[config.mk]
export PLATFORM = sky130hd
export DESIGN_NAME = mul_sequencer
export DESIGN_NICKNAME = d
export VERILOG_FILES = /design/src/rtl/mul_sequencer_pkg.sv /design/src/rtl/mul_sequencer.sv
export SDC_FILE = /design/constraint.sdc
export NUM_CORES = 1
export LEC_CHECK = 0
export ABC_AREA = 1
export CAP_MARGIN = 20
export CORE_AREA = 2 2 152 154
export CTS_BUF_LIST = sky130_fd_sc_hd__clkbuf_8
export DETAILED_ROUTE_END_ITERATION = 16
export DIE_AREA = 0 0 154 156
export DONT_BUFFER_PORTS = 1
export HOLD_SLACK_MARGIN = 0.08
export PLACE_DENSITY = 0.76
export SYNTH_ARGS = -nofsm -noshare
export SYNTH_HDL_FRONTEND = slang
export SYNTH_SLANG_ARGS = --single-unit
[constraint.sdc]
create_clock -name clk -period 1.6 [get_ports clk]
set_input_delay 0.16 -clock clk [delete_from_list [all_inputs] [get_ports clk]]
set_output_delay 0.16 -clock clk [all_outputs]
set_load 0.03 [all_outputs]
[src/rtl/mul_sequencer_pkg.sv]
// mul_sequencer_pkg: shared FSM state type and ALUControl encodings for the execute stage
package mul_sequencer_pkg;
  typedef enum logic [1:0] {IDLE = 2'd0, ITER = 2'd1, DONE = 2'd2} mul_state_t;
  localparam logic [3:0] ALU_AND = 4'b0000;
  localparam logic [3:0] ALU_OR  = 4'b0001;
  localparam logic [3:0] ALU_ADD = 4'b0010;
  localparam logic [3:0] ALU_SUB = 4'b0110;
endpackage

[src/rtl/mul_sequencer.sv]
// mul_sequencer: shift-add MUL on the shared ALU (ports: clk/reset, start+opA_E/opB_E in, ALU a/b/control/own + aluResult_i, stall_o, done_o, product_o)
module mul_sequencer
  import mul_sequencer_pkg::*;
#(
  parameter int N = 64
) (
  input  logic         clk,
  input  logic         reset,
  input  logic         start,
  input  logic [N-1:0] opA_E,
  input  logic [N-1:0] opB_E,
  input  logic [N-1:0] aluResult_i,
  output logic [N-1:0] aluA_o,
  output logic [N-1:0] aluB_o,
  output logic [3:0]   aluControl_o,
  output logic         aluOwn_o,
  output logic         stall_o,
  output logic         done_o,
  output logic [N-1:0] product_o
);
  mul_state_t   state_q;
  logic [N-1:0] acc_q, mcand_q, mplier_q, product_q, acc_d;
  logic         done_q;
  assign acc_d = mplier_q[0] ? aluResult_i : acc_q;
  always_ff @(posedge clk) begin
    if (reset) begin
      state_q   <= IDLE;
      acc_q     <= '0;
      mcand_q   <= '0;
      mplier_q  <= '0;
      product_q <= '0;
      done_q    <= 1'b0;
    end else begin
      unique case (state_q)
        IDLE: begin
          done_q <= 1'b0;
          if (start) begin
            acc_q    <= '0;
            mcand_q  <= opA_E;
            mplier_q <= opB_E;
            state_q  <= ITER;
          end
        end
        ITER: begin
          acc_q    <= acc_d;
          mcand_q  <= mcand_q << 1;
          mplier_q <= mplier_q >> 1;
          if (mplier_q[N-1:1] == '0) begin
            product_q <= acc_d;
            done_q    <= 1'b1;
            state_q   <= DONE;
          end
        end
        DONE: begin
          done_q  <= 1'b0;
          state_q <= IDLE;
        end
        default: state_q <= IDLE;
      endcase
    end
  end
  assign aluA_o       = acc_q;
  assign aluB_o       = mcand_q;
  assign aluControl_o = ALU_ADD;
  assign aluOwn_o     = state_q == ITER;
  assign stall_o      = (state_q == ITER) | ((state_q == IDLE) & start);
  assign done_o       = done_q;
  assign product_o    = product_q;
endmodule
Yosys cells after proc, flatten, opt, wreduce, memory -nomap -nowiden
Index checks and enable logic that the tools add are counted.

Logic and storage cells: 33. Bits of input ports: 195. Register bits after elaboration: 259. Output and inout port bits: 199.

Equality and inequality tests: 4. Multiplexer cells: 12. Bitwise operators: 2. Reductions and logical operators: 9.

Operator list (count): $pmux W64 S2 (3); $mux W64 (4); $logic_not A63 Y1 (1); $reduce_and A2 Y1 (4); $mux W2 (2); $pmux W2 S2 (1); $reduce_bool A2 Y1 (2); $eq A2 B1 Y1 const B (1); $eq A2 B2 Y1 const B (1); $logic_not A2 Y1 (1); $ne A2 B1 Y1 const B (1); $ne A2 B2 Y1 const B (1); $pmux W1 S2 (1); $reduce_or A2 Y1 (1); $and A1 B1 Y1 (1); $mux W1 (1); $or A1 B1 Y1 (1).

Longest topological paths before layout
Gate-level depths: netlist of run 1.

Depth after elaboration: 4. Gate-level depth with buffers: 10.

Least setup slack after synthesis of run 1
No wires, ideal clock.

Path kind: flip-flop to flip-flop. Start point: register state_q[1]. End point: register mcand_q[54] (netlist: aluB_o[54]). Library setup time: 0.134 ns. Slack: 0.218 ns. Required time: 1.466 ns. Arrival time: 1.247 ns. Cell stages (with the launch flop): 7. Path buffers: 2. Cells stage by stage: dfxtp_1 > nor3_2 > nor2_2 > inv_2 > buf_6 > buf_2 > a31oi_1.

Longest elaborated chain between the ends: 3.

RTL lines: start: declaration (RTL line mul_sequencer.sv:21) `mul_state_t state_q;`; start signal: assignment (RTL line mul_sequencer.sv:27) `state_q <= IDLE;`; start signal: assignment (RTL line mul_sequencer.sv:41) `state_q <= ITER;`; start signal: assignment (RTL line mul_sequencer.sv:51) `state_q <= DONE;`; $eq A2 B1 Y1 or $logic_not A2 Y1 (tied branches) (RTL line mul_sequencer.sv:34) `unique case (state_q)`; $reduce_bool A2 Y1 (no source line) or $ne A2 B2 Y1 (tied branches); $reduce_and A2 Y1 (no source line); end signal: assignment (RTL line mul_sequencer.sv:39) `mcand_q <= opA_E;`; end signal: assignment (RTL line mul_sequencer.sv:46) `mcand_q <= mcand_q << 1;`; end: declaration (RTL line mul_sequencer.sv:22) `logic [N-1:0] acc_q, mcand_q, mplier_q, product_q, acc_d;`.

Parallel ways exist; a longest one is shown, timed or not. A chain may end at the register's enable or synchronous reset.

Worst setup path after layout of run 1
Start point: register mplier_q[25]. End point: register product_q[8] (netlist: product_o[8]).

Longest elaborated chain between the ends: 2.

RTL lines: start: declaration (RTL line mul_sequencer.sv:22); start signal: assignment (RTL line mul_sequencer.sv:40) `mplier_q <= opB_E;`; start signal: assignment (RTL line mul_sequencer.sv:47) `mplier_q <= mplier_q >> 1;`; $logic_not A63 Y1 (RTL line mul_sequencer.sv:48) `if (mplier_q[N-1:1] == '0) begin`; $reduce_and A2 Y1 (no source line); end signal: assignment (RTL line mul_sequencer.sv:31) `product_q <= '0;`; end signal: assignment (RTL line mul_sequencer.sv:49) `product_q <= acc_d;`; end: declaration (RTL line mul_sequencer.sv:22).

No other way between the ends.

==> impl_results.md, run 1 <==
- Reg-to-reg slack, setup: -220 ps
- Clk_lat worst skew: roughly 570 ps
- Fin crit share: 113.6%
- Total power: approximately 0.016 W
- Placeable Area: 22,370 sq um
- WP data required: 2080 ps
- Final WS setup: -216.9 ps
- Slew HR: between 60% and 70%
- CTS Buf Count: 44
- Setup Skew: between 30 and 40 ps
- Hold depth: 7
- R2r startpoint: mplier_q[25]
- Worst path most repeated cell: nand2_1
- Initial antenna violation count: 3
- Syn. warnings: 0
- Layout Utilization: 67.32%
- Worst vdd ir: 0.7561 mV
- CTS HTree Levels: 2
- Total leakage power: approximately 6.4 nW
- CP delay by family, top: simple AND/OR/NAND/NOR gates
- Site Rows: 55
- Status: complete, but fails checks
- Max incr delay on CP: 330 ps
- #FFs+latches synth: 259
- CP endpoint kind: register
- Die area: 24,020 sq um
- Worst path bufs/invs: 2
- Switching pwr: 0.005004 W
- Placer Congestion: around 0.87
- PD cells: 1077 nW/um^2
- I/O Pins: 394
- First-pass GRT wire length: 58,600 microns
- Failing checks: setup timing
- Share of power burned in registers: between 40% and 50%
- Worst-margin pin slew: 510.1 ps
- Clk pwr share: 36.0%
- Fin nets: around 2,000
- Peak fanout along the critical path: 7
- Total GRT Usage: 29.73%
- Syn avg cell area: 7.020 sq um
- Setup crit start kind: register
- Post-route ant nets: 0
- Layout area overhead: 37.39%
- Reg-to-Reg End: product_o[8]
- Largest net degree at the start of global routing: 109
- CTS tree: done
- Post-Route WL: 39,720 microns
- Pint: roughly 0.011 W
- Max capacitance violation total: 0
- Initial Util: 49.00%
- Critical path origin: mplier_q[25]
- Setup violations, final: 67
- Reg clk slew, reported paths: about 60 ps
- Critical path cell sequence: nor2_1 -> nand2_1 -> nor2_2 -> nand2_1 -> nor2_2 -> nand2_2 -> nor2_8 -> buf_12 -> clkbuf_16 -> nand3_2 -> nand2_1
- Vias in the first global route: around 12,000
- Share of layout cells above drive strength 1: 11.68%
- Reg2Reg Depth: 11
- Critical path depth: 11
- Port buffer count: 0
- Leading cell type in the layout, fill and taps excluded: nand2_1
- Routed vias: 12,330
- Area of the mapped netlist: 10,960 sq um
- Via density: 5.860
- Residual DRC: 0
- RSZ-0062 raised after global routing: yes
- Fin. max-slew vios: 0
- Grt total ovfl: 0
- Hpwl dp: 21,310 microns
- Final hold vios: 0
- WL/cell: around 19 microns
- Die width: ~150 microns
- Clock net sink count: approximately 260
- Most frequent cells in the layout: nand2_1 (660), dfxtp_1 (253), dlygate4sd3_1 (193)
- DIE HEIGHT: 156 microns
- Combinational fraction of design power: 17.1%
- Cell variety after synth: 19
- DR iter-0 viols: 1,188
- Mapped Cells: 1,561
- Sequential area share after synthesis: 47.32%
- Clk root buf: clkbuf_8
- Worst path arrival time: 2290 ps
- Min Hold Slack: 246.1 ps
- Tmin final: 1817 ps
- Fmax achieved: 550.4 MHz
- Crit path kind: register to register
- Switching share of power: 30.85%
- DRT Pass-1 Iters: 6
- Clock Path Buffers: 3
- Critical Path End: product_o[8]
- Worst path slowest cell: dfxtp_1
- Worst min-delay path category: input pin to register
-- power groups by stage --
stage                     clock, W  combinational, W  sequential, W
final                      0.00583           0.00277        0.00762
after global routing       0.00620           0.00299        0.00765
after CTS                  0.00585           0.00252        0.00758
after detailed placement         0           0.00195        0.00771
after global placement           0           0.00191        0.00770
after floorplan                  0           0.00136        0.00764
-- state kept, by name, indices dropped and copies added, names as in the netlist --
name and cells:
aluB_o 64, done_o 1, state_q 2, aluA_o 64, mplier_q 64, product_o 64
-- area by class of cell --
class,count,area [sq um]
antenna,4,10.01
clock buffer,56,770.7
clock inverter,18,86.33
fill,1581,7310
inverter,8,45.04
multi-input combinational,1162,5202
sequential,259,5195
tap,285,356.6
timing repair buffer,312,3390
-- layer usage --
metal	part of all wire [%]	GRT usage [%]	vias up
met5	0	0	-
met3	9.9	9.111	206
met1	36	32.08	5616
li1	-	-	5646
met2	49	51.23	861
met4	5.9	18.29	0
-- cells in the mapped netlist (all sizes together) --
cell type / instances / share of area [%]
a21oi: 67 / 3.1
a31oi: 126 / 7.2
buf: 72 / 3.7
clkbuf: 62 / 2.1
conb: 2 / 0.069
dfxtp: 259 / 47
inv: 8 / 0.27
nand2: 662 / 23
nand3: 129 / 5.9
nor2: 46 / 1.8
nor3: 1 / 0.091
o21ai: 127 / 5.8
-- cell families after synthesis --
group / share of synthesized area [%]
AND/OR/NAND/NOR: 30.43
buffers and inverters: 6.131
other: 0.06853
AO/OA/AOI/OAI: 16.05
flip-flops: 47.32
-- what timing repair did --
action / 4_1_cts / 5_1_grt
hold buffers: 194 / 0
resized for setup: 14 / 44
hold endpoints to repair: 259 / 0
setup endpoints to repair: 67 / 194
cloned: 4 / 9
pin swaps: 3 / 21
setup buffers: 5 / 7
-- per-stage QoR --
| stage | instances | area (sq um) | worst slack [ps] | TNS (ps) |
|---|---|---|---|---|
| global placement | 1807 | 11580 | -108.5 | -5110 |
| finish | 2104 | 15060 | -216.9 | -9217 |
| detailed placement | 1807 | 11580 | -178.1 | -8449 |
| floorplan | 1563 | 10970 | 218.3 | 0 |
| CTS | 2084 | 14610 | -87.81 | -1130 |
| global route | 2103 | 15050 | -270.1 | -13520 |
-- worst min path at each step --
stage                        start    endpoint
after floorplan           opA_E[0]   aluB_o[0]
after global placement       reset  aluA_o[61]
after detailed placement     reset  aluA_o[61]
after CTS                    start   aluB_o[0]
after global routing         start   aluB_o[0]
final                        start   aluB_o[0]
-- worst min-delay path: cells and delay by family --
kind,cells,cell delay (ps)
AO/OA/AOI/OAI,1,60
buffers and inverters,4,440
AND/OR/NAND/NOR,2,110
No activity file was read; power rests on OpenSTA's default activity.
==> run 2: changes to the inputs <==
clock period = 1.9 ns   (was 1.6 ns; I/O delays follow)
==> impl_results.md, run 2 (same netlist as run 1, synthesis figures left out) <==
- Fill cells: 1,810
- Total power: about 0.013 W
- Initial antenna violation count: 4
- PD cells: 939.1 nW/um^2
- Leading cell type in the layout, fill and taps excluded: nand2_1
- CTS HTree Levels: 2
- CTS tree: done
- Post-route ant nets: 0
- WP data required: between 2000 and 2500 ps
- Residual DRC: 0
- CTS Buf Count: 43
- CP endpoint kind: register
- Worst vdd ir: 0.6487 mV
- Initial Util: about half
- DIE HEIGHT: 156 microns
- Tmin final: 1814 ps
- Largest net degree at the start of global routing: 125
- Status: complete, no violations
- Peak fanout along the critical path: 124
- Max capacitance violation total: 0
- Final hold vios: 0
- Placer Congestion: between 0.8 and 0.9
- Multi-input logic area: between 5000 and 6000 sq um
- Final WS setup: 85.88 ps
- Most frequent cells in the layout: nand2_1 (661), dfxtp_1 (258), dlygate4sd3_1 (196)
- Combinational fraction of design power: 14.4%
- Clock Path Buffers: 3
- Fin. max-slew vios: 0
- First-pass GRT wire length: 57,140 microns
- Reg clk slew, reported paths: 60 ps
- Fin nets: 1,899
- Clk root buf: clkbuf_8
- Clk pwr share: a little over a third
- Clk_lat worst skew: between 500 and 600 ps
- Port buffer count: 0
- Crit path kind: register to register
- Setup Skew: around 26 ps
- Clock net sink count: roughly 260
- Setup crit start kind: register
- Placeable Area: between 20,000 and 25,000 sq um
- Switching share of power: 31.12%
- Post-Place Setup Slack: roughly 230 ps
- Routed vias: 11,730
- Setup TNS: 0 ps
- Die width: 154 microns
- Site Rows: 55
- Share of layout cells above drive strength 1: 6.120%
- RSZ-0062 raised after global routing: no
- Fin crit share: 95.48%
- Die area: 24,020 sq um
- DR iter-0 viols: 1,201
- Grt total ovfl: 0
- Vias in the first global route: between 10,000 and 15,000
- Hpwl dp: 21,330 microns
- Share of power burned in registers: 49.2%
- Fmax achieved: 551.2 MHz
- Slew HR: 61.50%
- Register Area: approximately 5200 sq um
- Worst min-delay path category: input pin to register
- Switching pwr: 0.004079 W
- Finished Cell Area: 13,960 sq um
- Pint: approximately 0.009 W
- Placed cell areas: about 11,000 sq um
- Via density: 5.800
- WL/cell: 18.25 microns
- Post-Route WL: 36,900 microns
- Worst-margin pin slew: roughly 580 ps
- Setup violations, final: 0
- DRT Pass-1 Iters: 6
- Worst path arrival time: 2240 ps
- Layout area overhead: 27.37%
- I/O Pins: 394
- Total leakage power: roughly 5.8 nW
- Total GRT Usage: 28.91%
[run 2: cell types whose count changed in the layout (fill, tap and decap cells not counted), moves of 5 or more]
| cell | delta |
|---|---|
| buf_4 | -56 |
| nor2_1 | +8 |
| buf_6 | -7 |
| clkbuf_16 | -7 |
| nor2_2 | -7 |
| nand3_1 | +6 |
| nand3_2 | -6 |
| buf_12 | -5 |
| clkinv_2 | +5 |
| dfxtp_1 | +5 |
[run 2: power groups by stage]
stage               logic, W  clock network [W]  registers (W)
global route         0.00208            0.00507        0.00648
global placement     0.00141                  0        0.00653
CTS                  0.00182            0.00479        0.00642
floorplan            0.00115                  0        0.00643
detailed placement   0.00144                  0        0.00654
finish               0.00189            0.00477        0.00645
[run 2: path summary, 6_finish.rpt]
kind               startpoint           to  slack, ps  cells after the start
hold / removal      opA_E[11]   aluB_o[11]        360                      3
setup / recovery   state_q[0]   aluB_o[27]         90                      6
hold reg to reg   mplier_q[1]  mplier_q[0]        490                      2
setup reg to reg   state_q[0]   aluB_o[27]         90                      6
[run 2: repair_timing]
item / 4_1_cts / 5_1_grt
setup buffers: 2 / 0
endpoints found under the hold margin: 259 / 0
gates cloned: 0 / 0
hold buffers: 197 / 0
setup endpoints to repair: 1 / 3
gates resized for setup: 2 / 2
pin swaps: 1 / 0
[run 2: worst max-delay path, cell delays in order (launching register included)]
cell and delay (ps):
dfxtp_1 410, inv_2 70, nor2_4 170, buf_4 150, buf_12 380, nand2_1 130
a31oi_1 280
[run 2: area by class of cell]
cell class,count,share of cell area (%)
Clock inverter,20,0.6544
Timing Repair Buffer,230,17.19
Sequential cell,259,37.16
Multi-Input combinational cell,1162,36.77
Inverter,8,0.3496
Clock buffer,53,5.226
Tap cell,285,2.555
Antenna cell,5,0.08965
[run 2: through the flow]
step | hold WS, ps | cells | util (%)
6_report | 355.3 | 2022 | 62.41
5_1_grt | 372.4 | 2021 | 62.39
2_1_floorplan | 337.2 | 1563 | -
4_1_cts | 337.3 | 2017 | 62.32
3_5_place_dp | 268.4 | 1745 | 49.64
3_3_place_gp | 265.6 | 1745 | 49.64
[run 2: per-layer routing]
| layer | part of all wire (%) | up-vias | GRT usage [%] |
|---|---|---|---|
| li1 | - | 5469 | - |
| met1 | 36 | 5394 | 32.01 |
| met2 | 49 | 716 | 50.42 |
| met3 | 9.8 | 149 | 8.028 |
| met4 | 4.9 | 0 | 15.84 |
| met5 | 0 | - | 0 |
